### src/rtl/load_store_unit.sv
// Load/store unit: one memory instruction at a time over a word-wide req/gnt/rsp bus.
// Misaligned accesses are split into two beats; load data is aligned and extended.
module load_store_unit #(
    parameter int unsigned DATA_WIDTH = 32,
    parameter int unsigned ADDR_WIDTH = 32
) (
    input  logic                  clk_i,
    input  logic                  rst_n_i,
    input  logic                  Start_i,
    input  logic                  MemWrite_i,
    input  logic [1:0]            MemType_i,
    input  logic                  MemSign_i,
    input  logic [ADDR_WIDTH-1:0] Addr_i,
    input  logic [DATA_WIDTH-1:0] WriteData_i,
    output logic [DATA_WIDTH-1:0] ReadData_o,
    output logic                  Done_o,
    output logic                  Stall_o,
    output logic                  BusReq_o,
    output logic                  BusWe_o,
    output logic [ADDR_WIDTH-1:0] BusAddr_o,
    output logic [3:0]            BusBe_o,
    output logic [DATA_WIDTH-1:0] BusWData_o,
    input  logic                  BusGnt_i,
    input  logic                  BusRValid_i,
    input  logic [DATA_WIDTH-1:0] BusRData_i
);

    typedef enum logic [2:0] {IDLE, REQ0, RSP0, REQ1, RSP1, DONE} state_t;

    state_t                  state_q, state_d;
    logic                    we_q, zext_q, split_q;
    logic [2:0]              size_q;
    logic [1:0]              off_q;
    logic [ADDR_WIDTH-1:0]   waddr_q;
    logic [DATA_WIDTH-1:0]   wdata_q, beat0_q, rdata_q;

    logic [2:0]              size_in;
    logic [3:0]              mask;
    logic [7:0]              be_pair;
    logic [2*DATA_WIDTH-1:0] wd_pair;
    logic [DATA_WIDTH-1:0]   rsp_b0, rsp_b1, rd_shift, rd_ext;
    logic                    load_done;

    always_comb begin
        unique case (MemType_i)
            2'b01:   size_in = 3'd1;
            2'b10:   size_in = 3'd2;
            default: size_in = 3'd4;
        endcase
    end

    always_comb begin
        unique case (size_q)
            3'd1:    mask = 4'b0001;
            3'd2:    mask = 4'b0011;
            default: mask = 4'b1111;
        endcase
    end

    // Shifting across a two-word window yields both beats' lanes at once:
    // the low half is beat 0, the high half is beat 1.
    assign be_pair = {4'b0000, mask} << off_q;
    assign wd_pair = {{DATA_WIDTH{1'b0}}, wdata_q} << {off_q, 3'b000};

    // The final beat's data is taken straight from the bus so the result is
    // registered on the same edge that enters DONE.
    assign rsp_b0   = (state_q == RSP0) ? BusRData_i : beat0_q;
    assign rsp_b1   = (state_q == RSP1) ? BusRData_i : '0;
    assign rd_shift = DATA_WIDTH'({rsp_b1, rsp_b0} >> {off_q, 3'b000});

    always_comb begin
        unique case (size_q)
            3'd1:    rd_ext = {{(DATA_WIDTH-8){rd_shift[7] & ~zext_q}}, rd_shift[7:0]};
            3'd2:    rd_ext = {{(DATA_WIDTH-16){rd_shift[15] & ~zext_q}}, rd_shift[15:0]};
            default: rd_ext = rd_shift;
        endcase
    end

    assign load_done = !we_q && BusRValid_i &&
                       ((state_q == RSP0 && !split_q) || state_q == RSP1);

    always_comb begin
        state_d    = state_q;
        Stall_o    = 1'b0;
        Done_o     = 1'b0;
        BusReq_o   = 1'b0;
        BusWe_o    = 1'b0;
        BusAddr_o  = '0;
        BusBe_o    = '0;
        BusWData_o = '0;
        unique case (state_q)
            IDLE: begin
                Stall_o = Start_i;
                if (Start_i) state_d = REQ0;
            end
            REQ0: begin
                Stall_o    = 1'b1;
                BusReq_o   = 1'b1;
                BusWe_o    = we_q;
                BusAddr_o  = waddr_q;
                BusBe_o    = be_pair[3:0];
                BusWData_o = wd_pair[DATA_WIDTH-1:0];
                if (BusGnt_i) begin
                    if (!we_q)       state_d = RSP0;
                    else if (split_q) state_d = REQ1;
                    else             state_d = DONE;
                end
            end
            RSP0: begin
                Stall_o = 1'b1;
                if (BusRValid_i) state_d = split_q ? REQ1 : DONE;
            end
            REQ1: begin
                Stall_o    = 1'b1;
                BusReq_o   = 1'b1;
                BusWe_o    = we_q;
                BusAddr_o  = waddr_q + ADDR_WIDTH'(4);
                BusBe_o    = be_pair[7:4];
                BusWData_o = wd_pair[2*DATA_WIDTH-1:DATA_WIDTH];
                if (BusGnt_i) state_d = we_q ? DONE : RSP1;
            end
            RSP1: begin
                Stall_o = 1'b1;
                if (BusRValid_i) state_d = DONE;
            end
            DONE: begin
                Done_o  = 1'b1;
                state_d = IDLE;
            end
            default: state_d = IDLE;
        endcase
    end

    always_ff @(posedge clk_i or negedge rst_n_i) begin
        if (!rst_n_i) begin
            state_q <= IDLE;
            we_q    <= 1'b0;
            zext_q  <= 1'b0;
            split_q <= 1'b0;
            size_q  <= 3'd4;
            off_q   <= 2'd0;
            waddr_q <= '0;
            wdata_q <= '0;
            beat0_q <= '0;
            rdata_q <= '0;
        end else begin
            state_q <= state_d;
            if (state_q == IDLE && Start_i) begin
                we_q    <= MemWrite_i;
                zext_q  <= MemSign_i;
                size_q  <= size_in;
                off_q   <= Addr_i[1:0];
                split_q <= ({2'b00, Addr_i[1:0]} + {1'b0, size_in}) > 4'd4;
                waddr_q <= {Addr_i[ADDR_WIDTH-1:2], 2'b00};
                wdata_q <= WriteData_i;
            end
            if (state_q == RSP0 && BusRValid_i) beat0_q <= BusRData_i;
            if (load_done) rdata_q <= rd_ext;
        end
    end

    assign ReadData_o = rdata_q;

endmodule

### config.mk
export PLATFORM = sky130hd
export DESIGN_NAME = load_store_unit
export DESIGN_NICKNAME = d
export VERILOG_FILES = /design/src/rtl/load_store_unit.sv
export SDC_FILE = /design/constraint.sdc
export NUM_CORES = 1
export LEC_CHECK = 0
export ABC_CLOCK_PERIOD_IN_PS = 3000
export BUFFER_PORTS_ARGS = -buffer_cell sky130_fd_sc_hd__buf_2
export CAP_MARGIN = 10
export CORE_MARGIN = 4
export CORE_UTILIZATION = 54
export DETAILED_ROUTE_END_ITERATION = 10
export PLACE_DENSITY = 0.79
export RECOVER_POWER = 100
export SYNTH_ARGS = -nofsm -noshare
export SYNTH_HDL_FRONTEND = slang
export SYNTH_SLANG_ARGS = --single-unit
### constraint.sdc
create_clock -name clk_i -period 3 [get_ports clk_i]
set_clock_uncertainty 0.2 [all_clocks]
set_input_delay 0.15 -clock clk_i [delete_from_list [all_inputs] [get_ports clk_i]]
set_output_delay 0.15 -clock clk_i [all_outputs]
set_load 0.05 [all_outputs]
==> impl_metrics.env <==
export IMPL_hold_path_depth=3
export IMPL_synth_simple_area_share_pct=14.3
export IMPL_area_delta_synth_final_pct=31.5
export IMPL_port_buffers=206
export IMPL_drt_wirelength_per_cell_um=18.8
export IMPL_vias=7770
export IMPL_fin_ws_ns=0.115
export IMPL_finalSetupTns_ns=0
export IMPL_crit_required_ns=2.65
export IMPL_grt_remaining_overflow=0
export IMPL_maxSlewHeadroom_pct=11.8
export IMPL_syn_area_um2=8350
export IMPL_hold_class="in2reg"
export IMPL_cts_sink_count=137
export IMPL_cp_data_arrival_time_ns=2.53
export IMPL_via_per_inst=5.89
export IMPL_ctsRootBufferMaster="clkbuf_16"
export IMPL_maxCapViolations=0
export IMPL_synth_edff_count=0
export IMPL_yosys_top_cells_area="dfrtp_1 (41%), mux2_2 (10%), mux2i_1 (8.0%)"
export IMPL_firstDrtPassIters=5
export IMPL_insertion_delay_ns=0.44
export IMPL_antenna_cells=0
export IMPL_yosysWarnings=0
export IMPL_postCtsSetupBuffers=0
export IMPL_async_reset_ff_share_pct=100
export IMPL_synth_top_cell_by_area="dfrtp_1"
export IMPL_power_density_nw_per_um2=1260
export IMPL_gp_congestion=0.878
export IMPL_synth_cell_types=60
export IMPL_fmax_mhz=347
export IMPL_cp_end_kind="output pin"
export IMPL_period_share_pct=96.2
export IMPL_hold_end="size_q[2]$_DFFE_PN1P_"
export IMPL_antenna_found_initial=0
export IMPL_rsz0062_at_grt="true"
export IMPL_die_w_um=132
export IMPL_routed_wirelength_um=24800
export IMPL_utilization_pct=72.4
export IMPL_die_area_um2=17500
export IMPL_critPathLaunchType="flip-flop"
export IMPL_final_nets=1231
export IMPL_slew_viol_final=0
export IMPL_post_route_min_period_ns=2.88
export IMPL_clock_path_buffers=2
export IMPL_synthMuxAreaShare_pct=24.1
export IMPL_p_total_mw=13.8
export IMPL_antenna_left=0
export IMPL_synth_top_family_by_area="multiplexers"
export IMPL_grt_first_pass_wirelength_um=40500
export IMPL_p_leak_nw=4.72
export IMPL_final_cells=1320
export IMPL_grt_pass1_vias=8071
export IMPL_path_clk_slew_ns=0.05
export IMPL_cts_buffers=17
export IMPL_slowest_stage="dfrtp_2"
export IMPL_grt_start_max_net_pins=66
export IMPL_dp_slack_ns=0.463
export IMPL_synthXorXnorAreaFrac_pct=2.73
export IMPL_yosysSeqAreaShare_pct=41.1
export IMPL_irDropWorstVdd_uv=773
export IMPL_die_y_um=132
export IMPL_netlist_instances=827
export IMPL_hold_violations=0
export IMPL_rr_worst_depth=6
export IMPL_synth_top_area_share_pct=40.8
export IMPL_synth_compound_area_share_pct=12.7
export IMPL_track_usage_pct=28.4
export IMPL_path_class="reg2out"
export IMPL_dp_hpwl_um=16200
export IMPL_rows=45
export IMPL_finalInstanceArea_um2=11000
export IMPL_syn_avg_cell_area_um2=10.1
export IMPL_path_cells="buf_4 -> nand2_1 -> nor2_1 -> nand3_1 -> or3_1 -> a21oi_1 -> buf_2"
export IMPL_critPathMaxStageDelay_ns=0.47
export IMPL_ys_ff_latch=137
export IMPL_hold_start="MemType_i[1]"
export IMPL_setup_viol=0
export IMPL_status="complete, no violations"
export IMPL_holdWs_ns=0.0129
export IMPL_core_um2=15100
export IMPL_dpl_cell_area_um2=9550
export IMPL_cts_htree_levels=4
export IMPL_n_fill_cell=1084
export IMPL_ff2ff_setup_slack_ns=0.14
export IMPL_layout_drive_gt1_share_pct=27.6
export IMPL_yosys_most_used_dff="dfrtp_1"
export IMPL_crit_fanout=11
export IMPL_tightest_slew_ns=1.32
export IMPL_r2r_end="beat0_q[19]$_DFFE_PN0P_"
export IMPL_drcViolationCount=0
export IMPL_dpl_cell_count=1187
export IMPL_io_pins=209
export IMPL_drt_iter0_drc=608
export IMPL_start_util_pct=55.1
export IMPL_synthAdderAreaFrac_pct=0.989
export IMPL_cts_tree="yes"
export IMPL_reg2reg_from="state_q[2]$_DFFE_PN0P_"
==> flip-flops by register name (all words and copies together) (netlist names) <==
name / cells
we_q: 1
wdata_q: 32
size_q: 3
zext_q: 1
beat0_q: 32
off_q: 2
state_q: 3
waddr_q: 30
ReadData_o: 32
split_q: 1
==> worst max-delay path, delay by kind of cell (launching register included) <==
| family | cells | cell delay (ns) |
|---|---|---|
| simple gates | 4 | 0.95 |
| compound gates | 1 | 0.16 |
| buf+inv | 2 | 0.51 |
| flops | 1 | 0.47 |
==> cell type report <==
type,instances,area (um2),area share (%)
Clock inverter,8,71.3,0.650
Multi-Input combinational cell,621,4560,41.5
Inverter,10,37.5,0.342
Timing Repair Buffer,333,2160,19.7
Sequential cell,137,3430,31.3
Tap cell,188,235,2.14
Clock buffer,23,478,4.36
==> synth_stat cells (13+ instances only) <==
master	n
nor2_1	83
a21oi_1	46
mux2i_1	67
xnor2_1	13
mux2_1	31
nand3_1	19
dfrtp_1	136
clkbuf_1	37
o21ai_0	35
xor2_1	13
mux2_2	76
nand2_1	81
==> layer usage <==
metal  wire, um  global-route usage [%]
met5          0                       0
met4        833                    13.2
met3       1720                    6.53
met2      12200                    47.4
met1      10000                    35.2
==> power by group <==
group	internal [mW]	total, mW	switching, mW
Combinational	2.66	8.21	5.55
Clock	1.19	1.96	0.767
Sequential	2.81	3.68	0.877
Total	6.66	13.8	7.19
==> worst max path at each step <==
stage	from	end	slack, ns	cells past startpoint
after global placement	state_q[1]$_DFFE_PN0P_	BusAddr_o[30]	0.51	7
after floorplan	off_q[0]$_DFFE_PN0P_	BusBe_o[3]	0.17	6
after global routing	state_q[1]$_DFFE_PN0P_	BusAddr_o[30]	-0.1	7
after CTS	state_q[1]$_DFFE_PN0P_	BusAddr_o[30]	0.02	7
after detailed placement	off_q[0]$_DFFE_PN0P_	ReadData_o[19]$_DFFE_PN0P_	0.46	5
final	state_q[1]$_DFFE_PN0P_	BusAddr_o[30]	0.12	7
==> logic make-up (layout without fill, tap and decap cells) <==
| logic type | Yosys count | after routing |
|---|---|---|
| other | 1 | 2 |
| muxes | 180 | 180 |
| DFF | 137 | 137 |
| xor gates and xnor gates | 26 | 26 |
| and+or+nand+nor | 254 | 254 |
| buffers and inverters | 70 | 374 |
| AOI/OAI and AO/OA | 153 | 153 |
| adders and majority gates | 6 | 6 |
==> repair_timing <==
| item | CTS | global route |
|---|---|---|
| hold buffers | 102 | 0 |
| resized for setup | 0 | 4 |
| endpoints found under the hold margin | 240 | 0 |
| setup endpoints to repair | 0 | 12 |
==> cell usage in the layout (no fill, tap or decap), types with 6 or more instances in the layout <==
master and instances:
mux2_1 32, clkbuf_16 17, nand3_1 19, nand2_1 81, mux2_2 75, buf_2 110
nor3_1 9, and2_1 9, dlygate4sd3_1 102, clkbuf_1 54, inv_1 8, a32oi_1 12
a21oi_4 6, o22ai_1 11, mux4_2 6, xor2_1 13, and3_1 10, a32o_1 8
nor2_1 81, o211ai_1 7, buf_4 13, clkbuf_2 52, nand4_1 9, o21ai_0 35
dfrtp_1 134, xnor2_1 13, mux2i_1 67, a21oi_1 50
Note: power is estimated with default switching activity, not from simulation.
